`config.mk`:
```
export PLATFORM = sky130hd
export DESIGN_NAME = psk_demodulator
export DESIGN_NICKNAME = d
export VERILOG_FILES = /design/src/rtl/psk_demodulator_pkg.sv /design/src/rtl/psk_bit_timer.sv /design/src/rtl/psk_demodulator.sv
export SDC_FILE = /design/constraint.sdc
export NUM_CORES = 1
export LEC_CHECK = 0
export BUFFER_PORTS_ARGS = -buffer_cell sky130_fd_sc_hd__buf_4
export CORE_MARGIN = 5
export CORE_UTILIZATION = 57
export CTS_CLUSTER_DIAMETER = 60
export DETAILED_ROUTE_END_ITERATION = 7
export PLACE_DENSITY = 0.78
export SYNTH_ARGS = -nofsm -noshare
export SYNTH_HDL_FRONTEND = slang
export SYNTH_HIERARCHICAL = 1
export SYNTH_SLANG_ARGS = --single-unit
```
`constraint.sdc`:
```
create_clock -name clk -period 2.45 [get_ports clk]
set_input_delay 0.49 -clock clk [delete_from_list [all_inputs] [get_ports clk]]
set_output_delay 0.49 -clock clk [all_outputs]
set_load 0.02 [all_outputs]
```
`src/rtl/psk_demodulator_pkg.sv`:
```
// Shared PSK definitions: receiver state encoding, default link parameters
// and the counter-width helper used by psk_demodulator and the modulator.
package psk_demodulator_pkg;

    typedef enum logic {
        ST_IDLE    = 1'b0,
        ST_RECEIVE = 1'b1
    } psk_state_t;

    localparam int PSK_CLKS_PER_BIT    = 4;
    localparam int PSK_BITS_PER_SYMBOL = 4;
    localparam int PSK_REPEAT          = 30;

    function automatic int cnt_width(input int n);
        return (n <= 1) ? 1 : $clog2(n);
    endfunction

endpackage

```
`src/rtl/psk_bit_timer.sv`:
```
// Clock/bit position tracker for one received symbol; flags the sampling
// clock of each bit and the last clock of the symbol.
module psk_bit_timer
    import psk_demodulator_pkg::*;
#(
    parameter int  CLKS_PER_BIT    = PSK_CLKS_PER_BIT,
    parameter int  BITS_PER_SYMBOL = PSK_BITS_PER_SYMBOL,
    localparam int CW              = cnt_width(CLKS_PER_BIT),
    localparam int BW              = cnt_width(BITS_PER_SYMBOL)
) (
    input  logic          clk,
    input  logic          rst,
    input  logic          restart,
    input  logic          run,
    output logic          sample_strobe,
    output logic          symbol_end,
    output logic [BW-1:0] bit_idx
);

    localparam logic [CW-1:0] CLK_LAST   = CW'(CLKS_PER_BIT - 1);
    localparam logic [CW-1:0] CLK_SAMPLE = CW'(CLKS_PER_BIT / 2);
    localparam logic [BW-1:0] BIT_LAST   = BW'(BITS_PER_SYMBOL - 1);

    logic [CW-1:0] clk_cnt;
    logic [BW-1:0] bit_cnt;

    always_ff @(posedge clk or posedge rst) begin
        if (rst) begin
            clk_cnt <= '0;
            bit_cnt <= '0;
        end else if (restart) begin
            // the restart cycle itself is clock 0 of bit 0, so the next one is clock 1
            clk_cnt <= CW'(1);
            bit_cnt <= '0;
        end else if (run) begin
            if (clk_cnt == CLK_LAST) begin
                clk_cnt <= '0;
                bit_cnt <= (bit_cnt == BIT_LAST) ? '0 : bit_cnt + 1'b1;
            end else begin
                clk_cnt <= clk_cnt + 1'b1;
            end
        end
    end

    assign sample_strobe = run && (clk_cnt == CLK_SAMPLE);
    assign symbol_end    = run && (clk_cnt == CLK_LAST) && (bit_cnt == BIT_LAST);
    assign bit_idx       = bit_cnt;

endmodule

```
`src/rtl/psk_demodulator.sv`:
```
// Repetition-coded serial receiver: assembles REPEAT+1 copies of each symbol,
// flags copy disagreement and writes the first copy into a downstream FIFO.
module psk_demodulator
    import psk_demodulator_pkg::*;
#(
    parameter int PARAMETER01 = PSK_CLKS_PER_BIT,
    parameter int PARAMETER02 = PSK_BITS_PER_SYMBOL,
    parameter int PARAMETER04 = PSK_REPEAT
) (
    input  logic       clk,
    input  logic       rst,
    input  logic       enable,
    input  logic       serial_in,
    input  logic       nsync,
    input  logic       full,
    output logic [7:0] data,
    output logic       write,
    output logic       overflow,
    output logic       mismatch,
    output logic       symb_clk
);

    localparam int             BW        = cnt_width(PARAMETER02);
    localparam int             RW        = cnt_width(PARAMETER04 + 1);
    localparam logic [RW-1:0]  COPY_LAST = RW'(PARAMETER04);

    psk_state_t    state, state_next;
    logic          restart, run;
    logic          sample_strobe, symbol_end;
    logic [BW-1:0] bit_idx;
    logic [RW-1:0] copy_cnt;
    logic [7:0]    sym_q, sym_cur, ref_sym, ref_cur;

    psk_bit_timer #(
        .CLKS_PER_BIT   (PARAMETER01),
        .BITS_PER_SYMBOL(PARAMETER02)
    ) u_timer (
        .clk          (clk),
        .rst          (rst),
        .restart      (restart),
        .run          (run),
        .sample_strobe(sample_strobe),
        .symbol_end   (symbol_end),
        .bit_idx      (bit_idx)
    );

    always_ff @(posedge clk or posedge rst) begin
        if (rst) state <= ST_IDLE;
        else     state <= state_next;
    end

    always_comb begin
        state_next = state;
        restart    = 1'b0;
        run        = 1'b0;
        if (enable) begin
            case (state)
                ST_IDLE: begin
                    if (!nsync) begin
                        restart    = 1'b1;
                        state_next = ST_RECEIVE;
                    end
                end
                ST_RECEIVE: begin
                    if (!nsync) restart = 1'b1;
                    else        run     = 1'b1;
                end
                default: state_next = ST_IDLE;
            endcase
        end
    end

    // the last bit may be sampled on the symbol-end clock, so merge it in here
    always_comb begin
        sym_cur = sym_q;
        if (sample_strobe) sym_cur[bit_idx] = serial_in;
        ref_cur = (copy_cnt == '0) ? sym_cur : ref_sym;
    end

    always_ff @(posedge clk or posedge rst) begin
        if (rst) begin
            copy_cnt <= '0;
            sym_q    <= '0;
            ref_sym  <= '0;
            data     <= '0;
            write    <= 1'b0;
            overflow <= 1'b0;
            mismatch <= 1'b0;
            symb_clk <= 1'b0;
        end else begin
            write <= 1'b0;
            if (restart) begin
                copy_cnt <= '0;
            end else begin
                if (sample_strobe) sym_q <= sym_cur;
                if (symbol_end) begin
                    symb_clk <= ~symb_clk;
                    if (copy_cnt == '0)          ref_sym  <= sym_cur;
                    else if (sym_cur != ref_sym) mismatch <= 1'b1;
                    if (copy_cnt == COPY_LAST) begin
                        copy_cnt <= '0;
                        if (full) begin
                            overflow <= 1'b1;
                        end else begin
                            data  <= ref_cur;
                            write <= 1'b1;
                        end
                    end else begin
                        copy_cnt <= copy_cnt + 1'b1;
                    end
                end
            end
        end
    end

endmodule

```
# After elaboration in Yosys (flattened, before gate mapping)
# Index checks and enable logic that the tools add are counted.
# W data, S select, Z words.
[totals] reg_bits=38 inputBits=6 out_inout_bits=12
[classes] n_addsub=3 magnitude_cmp=2 n_eq_ne=5 mux=25 bitwise_logic=4 n_reduce_logical=14
[ops] cell="$mux W8" n=2
[ops] cell="$mux W5" n=3
[ops] cell="$mux W2" n=7
[ops] cell="$reduce_and A4 Y1" n=3
[ops] cell="$mux W1" n=11
[ops] cell="$bwmux W8" n=1
[ops] cell="$ne A8 B8 Y1" n=1
[ops] cell="$eq A2 B2 Y1 const B" n=3
[ops] cell="$reduce_and A2 Y1" n=3
[ops] cell="$reduce_bool A2 Y1" n=3
[ops] cell="$add A5 B1 Y5 const B" n=1
[ops] cell="$eq A5 B5 Y1 const B" n=1
[ops] cell="$logic_not A5 Y1" n=1
[ops] cell="$add A2 B1 Y2 const B" n=2
[ops] cell="$logic_and A1 B1 Y1" n=4
[ops] cell="$lt A2 B4 Y1 const B" n=1
[ops] cell="$not A1 Y1" n=4
[ops] cell="$demux W1 S2" n=1
[ops] cell="$ge A2 B1 Y1 const B" n=1

# Depth between registers and ports, before layout
# Gate-level depths: netlist (run 1).
[logic_depth] depth_word=8 ltp_mapped=8 mapped_depth_nobuf=8

# Cells and area by module
# The synthesis (run 1) kept the hierarchy.
[by_module_without_submodules] mod="psk_demodulator" n_inst=1 cells_each=127 area_per_inst_um2=1397.6 seq_area_each_um2=750.7
[by_module_without_submodules] mod="psk_bit_timer" n_inst=1 cells_each=23 area_per_inst_um2=245.2 seq_area_each_um2=100.1

# Least setup slack after synthesis (run 1)
# Ideal clock, no wire load.
[synth_path] path_kind="input to register" start="input nsync" end="register data[7]" setup_time_ps=125 arrival_time_ps=1964 slack_ps=362 cell_stages=7 path_cell_list="and3_1 > buf_6 > and3_1 > nand2_1 > nor3_2 > buf_2 > mux2_2"
[synth_via] elab_chain_len=6
[synth_rtl] element="from (decl)" line="psk_demodulator.sv:14" rtl="input logic nsync,"
[synth_rtl] element="$mux W1" line="psk_demodulator.sv:65" rtl="if (!nsync) restart = 1'b1;"
[synth_rtl] element="$mux W1" line="psk_demodulator.sv:57" rtl="case (state)"
[synth_rtl] element="$mux W1" line="psk_demodulator.sv:56" rtl="if (enable) begin"
[synth_rtl] element="$logic_and A1 B1 Y1 (2 in series)" line="psk_bit_timer.sv:46" rtl="assign symbol_end = run && (clk_cnt == CLK_LAST) && (bit_cnt == BIT_LAST);"
[synth_rtl] element="via symbol_end" line="psk_demodulator.sv:29" rtl="logic sample_strobe, symbol_end;"
[synth_rtl] element="$reduce_and A4 Y1 (no line)"
[synth_rtl] element="to (signal assigned)" line="psk_demodulator.sv:105" rtl="data <= ref_cur;"
[synth_rtl] element="to (decl)" line="psk_demodulator.sv:16" rtl="output logic [7:0] data,"
# The timed path passes the listed nets, and every way through them passes these cells.
# A chain may end at the register's enable or synchronous reset.

# Worst setup path after layout (run 1)
[layout_path] start="register u_timer.bit_cnt[1], in the netlist u_timer/bit_idx[1]" end="register data[7]"
[layout_via] elab_chain_len=3
[layout_rtl] element="from (decl)" line="psk_bit_timer.sv:25" rtl="logic [BW-1:0] bit_cnt;"
[layout_rtl] element="from (signal assigned)" line="psk_bit_timer.sv:38" rtl="bit_cnt <= (bit_cnt == BIT_LAST) ? '0 : bit_cnt + 1'b1;"
[layout_rtl] element="$eq A2 B2 Y1" line="psk_bit_timer.sv:46"
[layout_rtl] element="$logic_and A1 B1 Y1" line="psk_bit_timer.sv:46"
[layout_rtl] element="via symbol_end" line="psk_demodulator.sv:29"
[layout_rtl] element="$reduce_and A4 Y1 (no line)"
# The timed path passes the listed nets, and every way through them passes these cells.

==> results of run 1 <==
[cell families after synthesis]
group,share of synthesized area (%)
AO/OA/AOI/OAI,9.521
XOR/XNOR,3.199
adder cells (fa/ha/maj),4.570
buffers and inverters,4.798
flip-flops,51.79
multiplexers,7.921
AND/OR/NAND/NOR,18.20
[state kept, by name, indices dropped and copies added, names as in the netlist]
signal,flops
symb_clk,1
mismatch,1
u_timer/bit_idx,2
copy_cnt,5
u_timer/clk_cnt,2
ref_sym,8
overflow,1
state,1
sym_q,4
data,8
write,1
[final cells by class]
cell class                      count  area, um^2
Fill cell                         207       842.1
Clock buffer                        5       37.54
Sequential cell                    34       850.8
Inverter                           11       41.29
Tap cell                           31       38.79
Clock inverter                      3       68.82
Multi-Input combinational cell    100       713.2
Timing Repair Buffer               22       165.2
[critical path: cells and delay by family, from the launching register on]
kind | cells | cell delay, ns
adders and majority gates | 1 | 0.23
DFF | 1 | 0.51
muxes | 1 | 0.39
and+or+nand+nor | 3 | 0.93
[layer usage]
layer	GRT usage, %	vias to the layer above
met4	7.013	0
met2	29.06	17
met1	22.43	580
met5	0	-
met3	5.329	4
li1	-	558
[synthesized netlist by cell type, types with 3 or more instances]
cell / number
nand2_1: 12
a21oi_1: 3
mux2_2: 8
mux2i_1: 4
inv_1: 11
nor3b_1: 3
nor2_1: 7
o21ai_2: 4
xor2_1: 4
nand3_1: 9
nand2b_1: 3
ha_1: 6
dfrtp_1: 34
o21ai_0: 8
[how the worst min path moves through the flow]
stage | from | end | slack [ns]
2_1_floorplan | rst | u_timer/bit_idx[0] | 0.26
3_3_place_gp | rst | u_timer/clk_cnt[1] | 0.39
3_5_place_dp | rst | u_timer/clk_cnt[1] | 0.41
4_1_cts | rst | u_timer/bit_idx[1] | 0.02
5_1_grt | rst | u_timer/bit_idx[0] | 0.02
6_report | rst | u_timer/bit_idx[0] | 0.03
[report_power, final]
part           leakage, nW  switching (mW)  total (mW)  internal (mW)
logic                0.461          0.0574       0.102         0.0446
clock network       0.0554           0.202       0.521          0.319
registers            0.443          0.0136       0.592          0.579
total                0.959           0.273        1.22          0.943
[per-stage QoR]
step	setup WS [ns]	hold slack, ns	instance area, um^2	cells	utilization (%)
finish	0.2801	0.02634	1916	206	69.46
detailed placement	0.2719	0.4063	1809	198	65.61
global route	0.08903	0.02135	1916	206	69.46
global placement	0.4039	0.3936	1809	198	65.61
floorplan	0.3616	0.2561	1643	150	-
CTS	0.2960	0.02405	1916	206	69.46
==> results list, run 1 <==
* Share of the cycle needed by the critical path after routing: 88.57%
- Buffers inserted during clock tree synthesis total 5.
* Netlist Area Pre-Place: between 1500 and 2000 um^2
* Clock insertion delay at the later pin of the skew report: between 0.3 and 0.4 ns
- First-pass GRT wire length: around 5.7 mm
- Tracing the worst setup path back leads to its startpoint at u_timer/bit_idx[1].
* FFs w/ async S/R, synth: 100.0%
* Placed wire-length estimate after detailed placement: 2.270 mm
* Buffers inserted by post-CTS timing repair: 0
- Post-detailed-route DRC marker count: 0
- The first detailed-routing pass ran for 4 iterations.
* Final WL: 3.142 mm
- In the final routed layout, each cell accounts on average for roughly 15 um.
- Final net count: 186
- After synthesis, the largest area contributor takes up 51.79% of total cell area.
- Setup repair after global routing left no endpoint under its margin.
- The number of hold buffers added after CTS was 0.
* Max layer used: met4
* Number of global-route vias before repair: between 1000 and 1500
- Counting I/O delays and the setup requirement, the final critical path takes around 2.2 ns.
- Arrival time reported for the critical path endpoint: roughly 2.4 ns
* Req. time, crit path: 2.68 ns
- The initialized floorplan defines 19 standard-cell rows.
- Dividing the detail-routed via count by the number of cells gives roughly 5.6.
- Count of inserted antenna diode cells: 0
- Synthesis inferred 34 register bits.
- Combined global-route utilization of all metal layers: between 10% and 20%
* Worst Path Max Fanout: 10
- The design draws 1.215 mW.
* Most common cell after layout, fill and taps aside: dfrtp_1
- Routed wire length on met3: 129 um
- In this run the deepest clock path goes through 2 buffers.
- Number of top-level pins: 18
* Critical register-to-register path startpoint: u_timer/bit_idx[1]
- Worst setup skew after layout: about 0.013 ns
- Leakage dissipation: about 0.96 nW
- Worst Tran Pin Value: between 0.4 and 0.5 ns
- Slowest stage cell on the critical path: dfrtp_1
- In the synthesized netlist, the number of instances is 150.
- Achievable Freq: 0.4608 GHz
* Grt ovf: 0
* Path depth of the worst reg2reg path: 5
- Area grow syn2layout: 16.60%
- Of the synthesized area, sequential elements account for between 50% and 60%.
* Maximum Capacitance Violations: 0
- Destination of the critical timing path: data[7]
* Initial antenna violation count: 0
- Once the floorplan was initialized, standard cells occupied between 50% and 60% of the core.
* Number of endpoints failing setup at the final stage: 0
- Area of the die: approximately 4100 um^2
* Setup slack, reg-to-reg: between 0.2 and 0.3 ns
- Clock Pin Slew Worst Setup and Hold Paths: ~0.12 ns
- Core Box Area: 2758 um^2
- Count of different cell masters after synthesis: 38
- The final route contains roughly 1200 vias.
* Crit-path cells: ha_1 -> and3_1 -> nand2_1 -> nor3_2 -> mux2_2
- After detailed routing, the met2 layer carries roughly 1.6 mm of wire.
* Max-slew violation count: 0
- In this run the worst hold path is classified as in -> async.
- Crit Path Class: reg -> reg
- The first routing iteration left a little under 60 violations.
- The flow ran to the end, and the final reports show no timing, DRC or antenna violations.
* Root Driver: clkbuf_4
- Sort of element at the end of the critical path: flip-flop
- Entering global routing, the biggest net connects 31 pins.
- Yosys printed 6 warnings.
- The clock drives 34 sinks.
- Endpoint of the lowest-slack register-to-register path: data[7]
* Die Y-Extent: 63.69 um
- TritonCTS built the clock tree.
* Aggregate negative setup slack: 0 ns
- Commonest register cell after synthesis: dfrtp_1
- dfrtp_1 takes more of the synthesized area than any other cell.
- Once detail routing completed, the nets flagged for antenna violations numbered 0.
- By area the synthesized netlist is led by dfrtp_1, mux2_2, ha_1, nand3_1, nand2_1.
* Port-buffer cells: 17
* Number of enable flip-flop cells after synthesis: 0
- CTS built an H-tree with a depth of 2.
- Category of the worst setup path launch point: flip-flop
- Max-slew headroom at the worst pin: 70.77%
* Routability congestion estimate: between 0.8 and 0.9
* Fraction of final layout cells with drive strength greater than 1: a little over a quarter
- A synthesized cell averages between 10 and 15 um^2.
- The number of hold violations in the final report came to 0.
* Post-cts sizing count: 0
- Width of the chip: 63.69 um
- Most used cells in the layout excluding fill and tap cells: dfrtp_1, buf_4, nand2_1
- For this run, the slowest stage of the critical path takes 0.51 ns.
* Routed metal-1 wire length: between 1 and 1.5 mm
- In this run the power density over the cells is between 600 and 700 nW/um^2.
* Worst VDD drop: roughly 520 uV
- Mapped Nets: 162
Note: power is estimated with default switching activity, not from simulation.
==> inputs of run 2 (changes only) <==
==> constraint.sdc (replaced) <==
create_clock -name clk -period 2.45 [get_ports clk]
set_input_delay 0 -clock clk [delete_from_list [all_inputs] [get_ports clk]]
set_output_delay 0 -clock clk [all_outputs]
set_load 0.02 [all_outputs]
==> run 2 against run 1 <==
Fmax grew 4.4%. Clock skew shrank 0.0030 ns. Combinational power shrank 4%. Critical path depth is the same. Count of clock-buffer cells in the layout is the same. First-iteration DRC count grew 3.4%. Hold slack gained 0.050 ns. Register-to-register slack gained 0.09 ns. Global-route usage shrank 1.0 points.
==> results list, run 2 (synthesis results as in run 1) <==
- The flow ran to the end, and the final reports show no timing, DRC or antenna violations.
* Initial antenna violation count: 0 (unchanged)
- Placed wire-length estimate after detailed placement: 2.204 mm (-2.9%)
- The largest net degree at the start of global routing came to 31 (unchanged).
- Core Box Area: 2758 um^2 (unchanged)
- The net switching component of the power was 0.2541 mW (-6.8%).
- The number of levels in the clock H-tree was 2 (unchanged).
* Share of power burned in the clock network: 29.2% (-14 points)
- The DRC violations left is 0 (unchanged).
- The effective utilization at floorplan was 59.57% (unchanged).
- CTS placed an instance of clkbuf_4 at the clock tree root.
- Aggregate negative setup slack: 0 ns (unchanged)
- The share of total power in sequential cells came to 60.9% (+12 points).
* Met1 track utilization from global routing: 21.05% (-1.4 points)
- The tightest min-delay check is of the in -> reg type.
- The number of optimization iterations in the first detailed-route pass is 4 (unchanged).
- Clock insertion delay at the later pin of the skew report: 0.33 ns (about the same)
- Switching part of the total power: 25.95% (+3.5 points)
- The total number of clock tree sinks is 34 (unchanged).
* Routability congestion estimate: 0.7709 (-7.1%)
- Final WL: 3.015 mm (-4.0%)
* Leakage dissipation: 0.9378 nW (-2.2%)
- The cell area after placement came to 1794 um^2 (-0.83%).
- Share of the cycle needed by the critical path after routing: 84.82% (-3.7 points)
* Pwr dens: 523.2 nW/um^2 (-18%)
- The total clock buffers created by CTS was 5 (unchanged).
- Fillcell total: 230 (+11%)
- Relative to the synthesized area, the layout overhead comes to 13.94%.
- Number of global-route vias before repair: 1219 (-4.0%)
* Highest-utilization routing layer at the global route stage: met2
- Worst Tran Pin Value: 0.3893 ns (-0.04686 ns)
- Post-cts sizing count: 0 (unchanged)
* Worst setup skew after layout: 0.009850 ns (-0.002997 ns)
* Max-slew violation count: 0 (unchanged)
- Max-slew headroom at the worst pin: 73.91% (+3.1 points)
- Reg area: 850.8 um^2 (unchanged)
* Slowest stage cell on the critical path: dfrtp_1
* Fraction of final layout cells with drive strength greater than 1: 25.71% (-1.7 points)
- The number of placement rows is 19 (unchanged).
- The post-route antenna net violation count was 0 (unchanged).
- The signal on the critical path passes through ha_1 -> and3_1 -> nand2_1 -> nor3_2 -> mux2_2.
- Req. time, crit path: 2.67 ns (about the same)
- The design internal power came to 0.7252 mW (-23%).
- Die Y-Extent: 63.69 um (unchanged)
- Setup repair after global routing left no endpoint under its margin.
- The average wire per standard cell was 14.64 um (-4.0%).
- Area of the die: 4056 um^2 (unchanged)
- The part of the power in combinational logic is 10.0% (+1.6 points).
- Met3 Usage GRT: 4.263% (-1.1 points)
* Maximum Capacitance Violations: 0 (unchanged)
- The antenna diode count is 0 (unchanged).
* Fraction of met2 tracks used by global routing: 27.28% (-1.8 points)
- Grt ovf: 0 (unchanged)
* Hold Fails Final Rpt: 0 (unchanged)
- The critical-path maximum fanout came to 11 (+1).
- The worst vdd rail ir drop is 457.1 uV (-11%).
* Sort of element at the end of the critical path: flip-flop
- Iteration-0 DRC count of the detailed router: 60 (+3.4%)
- Leaving out fill and tap cells, the most frequent cell in the layout is dfrtp_1.
- The total routing usage reported by global routing is 16.96% (-1.0 points).
* Most used cells in the layout excluding fill and tap cells: dfrtp_1, buf_4, nand2_1
* Final critical path time including I/O delays and setup: 2.078 ns (-0.09174 ns)
* Crit Path Class: reg -> reg
* Port-buffer cells: 17 (unchanged)
- Clock Pin Slew Worst Setup and Hold Paths: 0.10 ns (-0.02 ns)
* Multi-input gate area: 713.2 um^2 (unchanged)
- First-pass GRT wire length: 5.437 mm (-4.8%)
- The I/O pin count came to 18 (unchanged).
- The maximum root-to-sink buffer count is 2 (unchanged).
* Largest registers: data: 8 flops, ref_sym: 8 flops, copy_cnt: 5 flops
- The signal arrival time at the worst endpoint came to 2.30 ns (-0.10 ns).
- The design area is 1872 um^2 (-2.3%).
- The upper clock frequency limit was 0.4812 GHz (+4.4%).
- Clock tree from TritonCTS: yes
- Total via count in the routed design: 1156 (-0.26%)
- Category of the worst setup path launch point: flip-flop
- Width of the chip: 63.69 um (unchanged)
- The detailed-route vias per instance was 5.612 (-0.26%).
- Number of endpoints failing setup at the final stage: 0 (unchanged)
* Biggest cell delay along the critical path: 0.53 ns (+0.02 ns)
- The net total in the final layout came to 187 (+0.54%).
-- run 2: changes by cell type in the layout (fill, tap and decap cells not counted), sizes merged --
cell	change
clkinv	+1
dlygate4sd3	+3
bufinv	-2
buf	-2
-- run 2: through the flow --
stage | hold WS [ns] | instances | util, % | setup WS, ns | power, mW
6_report | 0.07608 | 206 | 67.88 | 0.3718 | 0.9794
5_1_grt | 0.1064 | 206 | 67.88 | 0.2966 | 1.034
4_1_cts | 0.06559 | 206 | 67.88 | 0.3840 | 0.9925
3_5_place_dp | -0.08554 | 196 | 65.06 | 0.4041 | 0.7021
3_3_place_gp | -0.09245 | 196 | 65.06 | 0.4943 | 0.6908
2_1_floorplan | -0.2339 | 150 | - | 0.5267 | 0.6723
-- run 2: cell type report --
cell class | count | area share (%)
multi-input combinational | 100 | 38.10
inverter | 11 | 2.206
timing repair buffer | 23 | 9.626
sequential | 34 | 45.45
clock inverter | 2 | 0.5348
clock buffer | 5 | 2.005
tap | 31 | 2.072
-- run 2: what timing repair did --
| item | 4_1_cts | 5_1_grt |
|---|---|---|
| endpoints found under the hold margin | 39 | 0 |
| hold buffers | 3 | 0 |
| setup buffers | 0 | 0 |
-- run 2: power by group through the flow --
stage	sequential, mW	clock [mW]	combinational [mW]
final	0.596	0.286	0.0975
after global routing	0.599	0.324	0.110
after CTS	0.596	0.298	0.0985
after detailed placement	0.607	0	0.0951
after global placement	0.604	0	0.0869
after floorplan	0.600	0	0.0721
-- run 2: path summary, 6_finish.rpt --
| check | start | endpoint | slack, ns | cells after the start |
|---|---|---|---|---|
| max in group asynchronous | rst | ref_sym[5] | 1.86 | 4 |
| min | enable | state | 0.08 | 3 |
| max reg2reg | u_timer/bit_idx[0] | data[6] | 0.37 | 5 |
| min in group asynchronous | rst | u_timer/clk_cnt[1] | 0.12 | 3 |
| max | u_timer/bit_idx[0] | data[6] | 0.37 | 5 |
| min reg2reg | overflow | overflow | 0.47 | 1 |
-- run 2: routing by layer --
layer / share of wire [%] / vias up / wire (um)
met5: 0 / - / 0
met4: 2.5 / 0 / 76
met3: 3.2 / 9 / 97
met2: 50 / 17 / 1504
met1: 44 / 567 / 1336
li1: - / 563 / -
-- run 2: critical path, delay by kind of cell (launching register included) --
| family | cells | cell delay (ns) |
|---|---|---|
| fa+ha+maj | 1 | 0.22 |
| flops | 1 | 0.53 |
| mux | 1 | 0.38 |
| simple gates | 3 | 0.84 |
==> inputs of run 3 (changes only) <==
- CORE_UTILIZATION: 57 -> 51
- PLACE_DENSITY: 0.78 -> 0.74
- clock period: 2.45 -> 1.75 ns (I/O delays scaled with it)
==> run 3 against run 2 <==
First-iteration DRC count rose by 22%. Sequential power rose by 39%. Combinational power rose by 94%. Cell area rose by 11%. Setup slack got worse by 0.33 ns. Register-to-register slack got worse by 0.33 ns. Critical path depth did not move. Global-route usage rose by 0.21 points. Highest routed layer unchanged.
==> results list, run 3 (synthesis results as in run 1) <==
- Port-buffer cells: 17 (unchanged)
* Top cell family by delay on the critical path: simple AND/OR/NAND/NOR gates
* Placed Cells: 221 (+13%)
- The tree is rooted in a clkbuf_4.
- The number of hold violations in the final report was 0 (unchanged).
- Maximum Capacitance Violations: 0 (unchanged)
- Path depth of the worst reg2reg path: 5 (unchanged)
* Core Box Area: 3078 um^2 (+12%)
* Max-slew headroom at the worst pin: 74.29% (+0.38 points)
- Leakage dissipation: 1.031 nW (+9.9%)
- STA classifies the critical path startpoint as a flip-flop.
* Number of clock buffers inserted by TritonCTS: 5 (unchanged)
- The power per cell area came to 680.3 nW/um^2 (+30%).
- Total via count in the routed design: 1225 (+6.0%)
* Largest registers: data: 8 flops, ref_sym: 8 flops, copy_cnt: 5 flops
- Crit-path cells: inv_1 -> ha_1 -> or4b_4 -> or2_4 -> and2_2
- Area of the die: 4456 um^2 (+9.9%)
* Most used cells in the layout excluding fill and tap cells: buf_4, dfrtp_1, nand2_1, inv_1, nand3_1
- The average wire per standard cell came to 14.55 um (-0.57%).
- Count of inserted antenna diode cells: 0 (unchanged)
* Pre-antenna DRT Iters: 4 (unchanged)
- The share of the core filled with cells came to 67.76% (-0.11 points).
- Endpoint of the lowest-slack register-to-register path: ref_sym[6]
* Worst Path Max Fanout: 6 (-5)
- Pin count of the biggest net entering global routing: 31 (unchanged)
- First-pass GRT wire length: 5.713 mm (+5.1%)
- The signal arrival time at the worst endpoint came to 1.96 ns (-0.34 ns).
- The largest stage delay on the critical path came to 0.50 ns (-0.03 ns).
- The flow ran to the end, and the final reports show no timing, DRC or antenna violations.
- The post-route antenna net violation count is 0 (unchanged).
* Critical register-to-register path startpoint: copy_cnt[0]
- The largest individual stage delay along the critical path comes from the cell or4b_4.
* Clock Pin Slew Worst Setup and Hold Paths: 0.11 ns (about the same)
* Fin cells: 237 (+15%)
* Most common cell after layout, fill and taps aside: buf_4
* Class of the worst hold path: in -> reg
* Share of the cycle needed by the critical path after routing: 97.54% (+13 points)
- Max-slew violation count: 0 (unchanged)
- Post-layout instance area: 2086 um^2 (+11%)
* Final net count: 205 (+9.6%)
- Initial antenna violation count: 0 (unchanged)
- Req. time, crit path: 2.00 ns (-0.67 ns)
- Tracing the worst setup path back leads to its startpoint at copy_cnt[0].
- Reg area: 852.1 um^2 (+0.15%)
- Area grow syn2layout: 26.96%
* Fraction of final layout cells with drive strength greater than 1: 37.31% (+12 points)
* Depth of the critical timing path with buffers and inverters included: 5 (unchanged)
- Clock tree from TritonCTS: yes
* Average vias per placed instance: 5.169 (-7.9%)
- Worst path bufs/invs: 1 (+1)
- Final critical path time including I/O delays and setup: 1.707 ns (-0.3713 ns)
- RSZ-0062 raised after global routing: yes
- Setup slack, reg-to-reg: 0.04 ns (-0.33 ns)
- Total clock sinks: 34 (unchanged)
* Placed wire-length estimate after detailed placement: 2.320 mm (+5.3%)
- The number of placement rows was 20 (+1).
- Buffer levels on the longest clock path: 2 (unchanged)
* Sort of element at the end of the critical path: flip-flop
* Worst Tran Pin Value: 0.3857 ns (-0.003560 ns)
- The number of levels in the clock H-tree was 2 (unchanged).
- The critical path is of the reg -> reg type.
- The detailed router's first-iteration violation count came to 73 (+22%).
- Number of global-route vias before repair: 1317 (+8.0%)
- Aggregate negative setup slack: 0 ns (unchanged)
- The total wire length came to 3.449 mm (+14%).
- Number of top-level pins: 18 (unchanged)
- In this run the worst setup path terminates at ref_sym[6].
- The weighted congestion at the end of routability-driven global placement is 0.7715 (about the same).
* Fillcell total: 248 (+7.8%)
- Initial cell density of the core: 53.37% (-6.2 points)
- Worst setup skew after layout: 0.01645 ns (+0.006597 ns)
- The total routing usage reported by global routing came to 17.17% (+0.21 points).
* Achievable Freq: 0.5859 GHz (+22%)
* Multi-input gate area: 774.5 um^2 (+8.6%)
- The die height came to 66.76 um (+4.8%).
- The clock latency on the worst-skew pair is 0.35 ns (+0.02 ns).
- The remaining global-route overflow was 0 (unchanged).
- The overall die width was 66.76 um (+4.8%).
- Post-detailed-route DRC marker count: 0 (unchanged)
- The cell area after placement was 1918 um^2 (+6.9%).
- The worst vdd rail ir drop came to 465.5 uV (+1.8%).
- The setup-violating endpoint count in the final report is 0 (unchanged).
-- run 3: cell types whose count changed in the layout (fill, tap and decap cells not counted), sizes merged --
cell,previous run,this run
or2,1,2
buf,20,37
-- run 3: repair_timing --
action,4_1_cts,5_1_grt
endpoints found under the setup margin,1,15
endpoints found under the hold margin,40,0
cloned,0,1
hold buffers,3,0
setup buffers,2,3
pin swaps,0,5
gates resized for setup,3,10
-- run 3: worst register-to-register path, cell delays in order (launching register included) --
cell and delay (ns):
dfrtp_1 0.39, inv_1 0.08, ha_1 0.15, or4b_4 0.50, or2_4 0.31, and2_2 0.20
-- run 3: worst min-delay path by stage --
stage | depth (start not counted) | start | end | slack (ns)
floorplan | 1 | rst | u_timer/bit_idx[0] | -0.23
global placement | 2 | rst | u_timer/bit_idx[0] | -0.1
detailed placement | 2 | rst | u_timer/bit_idx[0] | -0.09
CTS | 3 | enable | state | 0.05
global route | 3 | enable | state | 0.09
finish | 3 | enable | state | 0.06
-- run 3: stage by stage --
step           hold WS [ns]  setup WS (ns)  power [mW]
2_1_floorplan       -0.2340       -0.03329      0.9433
3_3_place_gp       -0.09618        0.02914      0.9887
3_5_place_dp       -0.09172       -0.03602      0.9965
4_1_cts             0.05309        0.01102       1.426
5_1_grt             0.08855       -0.04037       1.502
6_report            0.06433        0.04312       1.419
-- run 3: layout make-up --
class	count	area share (%)
Clock buffer	5	1.800
Sequential cell	34	40.85
Multi-Input combinational cell	101	37.13
Clock inverter	2	0.4799
Inverter	11	1.980
Tap cell	44	2.639
Timing Repair Buffer	40	15.12
-- run 3: power breakdown --
part | leakage, nW | internal [mW] | switching [mW] | total [mW]
combinational | 0.559 | 0.0933 | 0.0953 | 0.189
sequential | 0.441 | 0.811 | 0.0166 | 0.827
clock | 0.0308 | 0.144 | 0.259 | 0.403
-- run 3: layer usage --
layer / wire (um) / global-route usage, % / vias to the layer above
met5: 0 / 0 / -
met4: 46 / 8.376 / 0
met3: 112 / 4.047 / 5
met2: 1735 / 30.45 / 17
met1: 1555 / 19.06 / 608
li1: - / - / 595
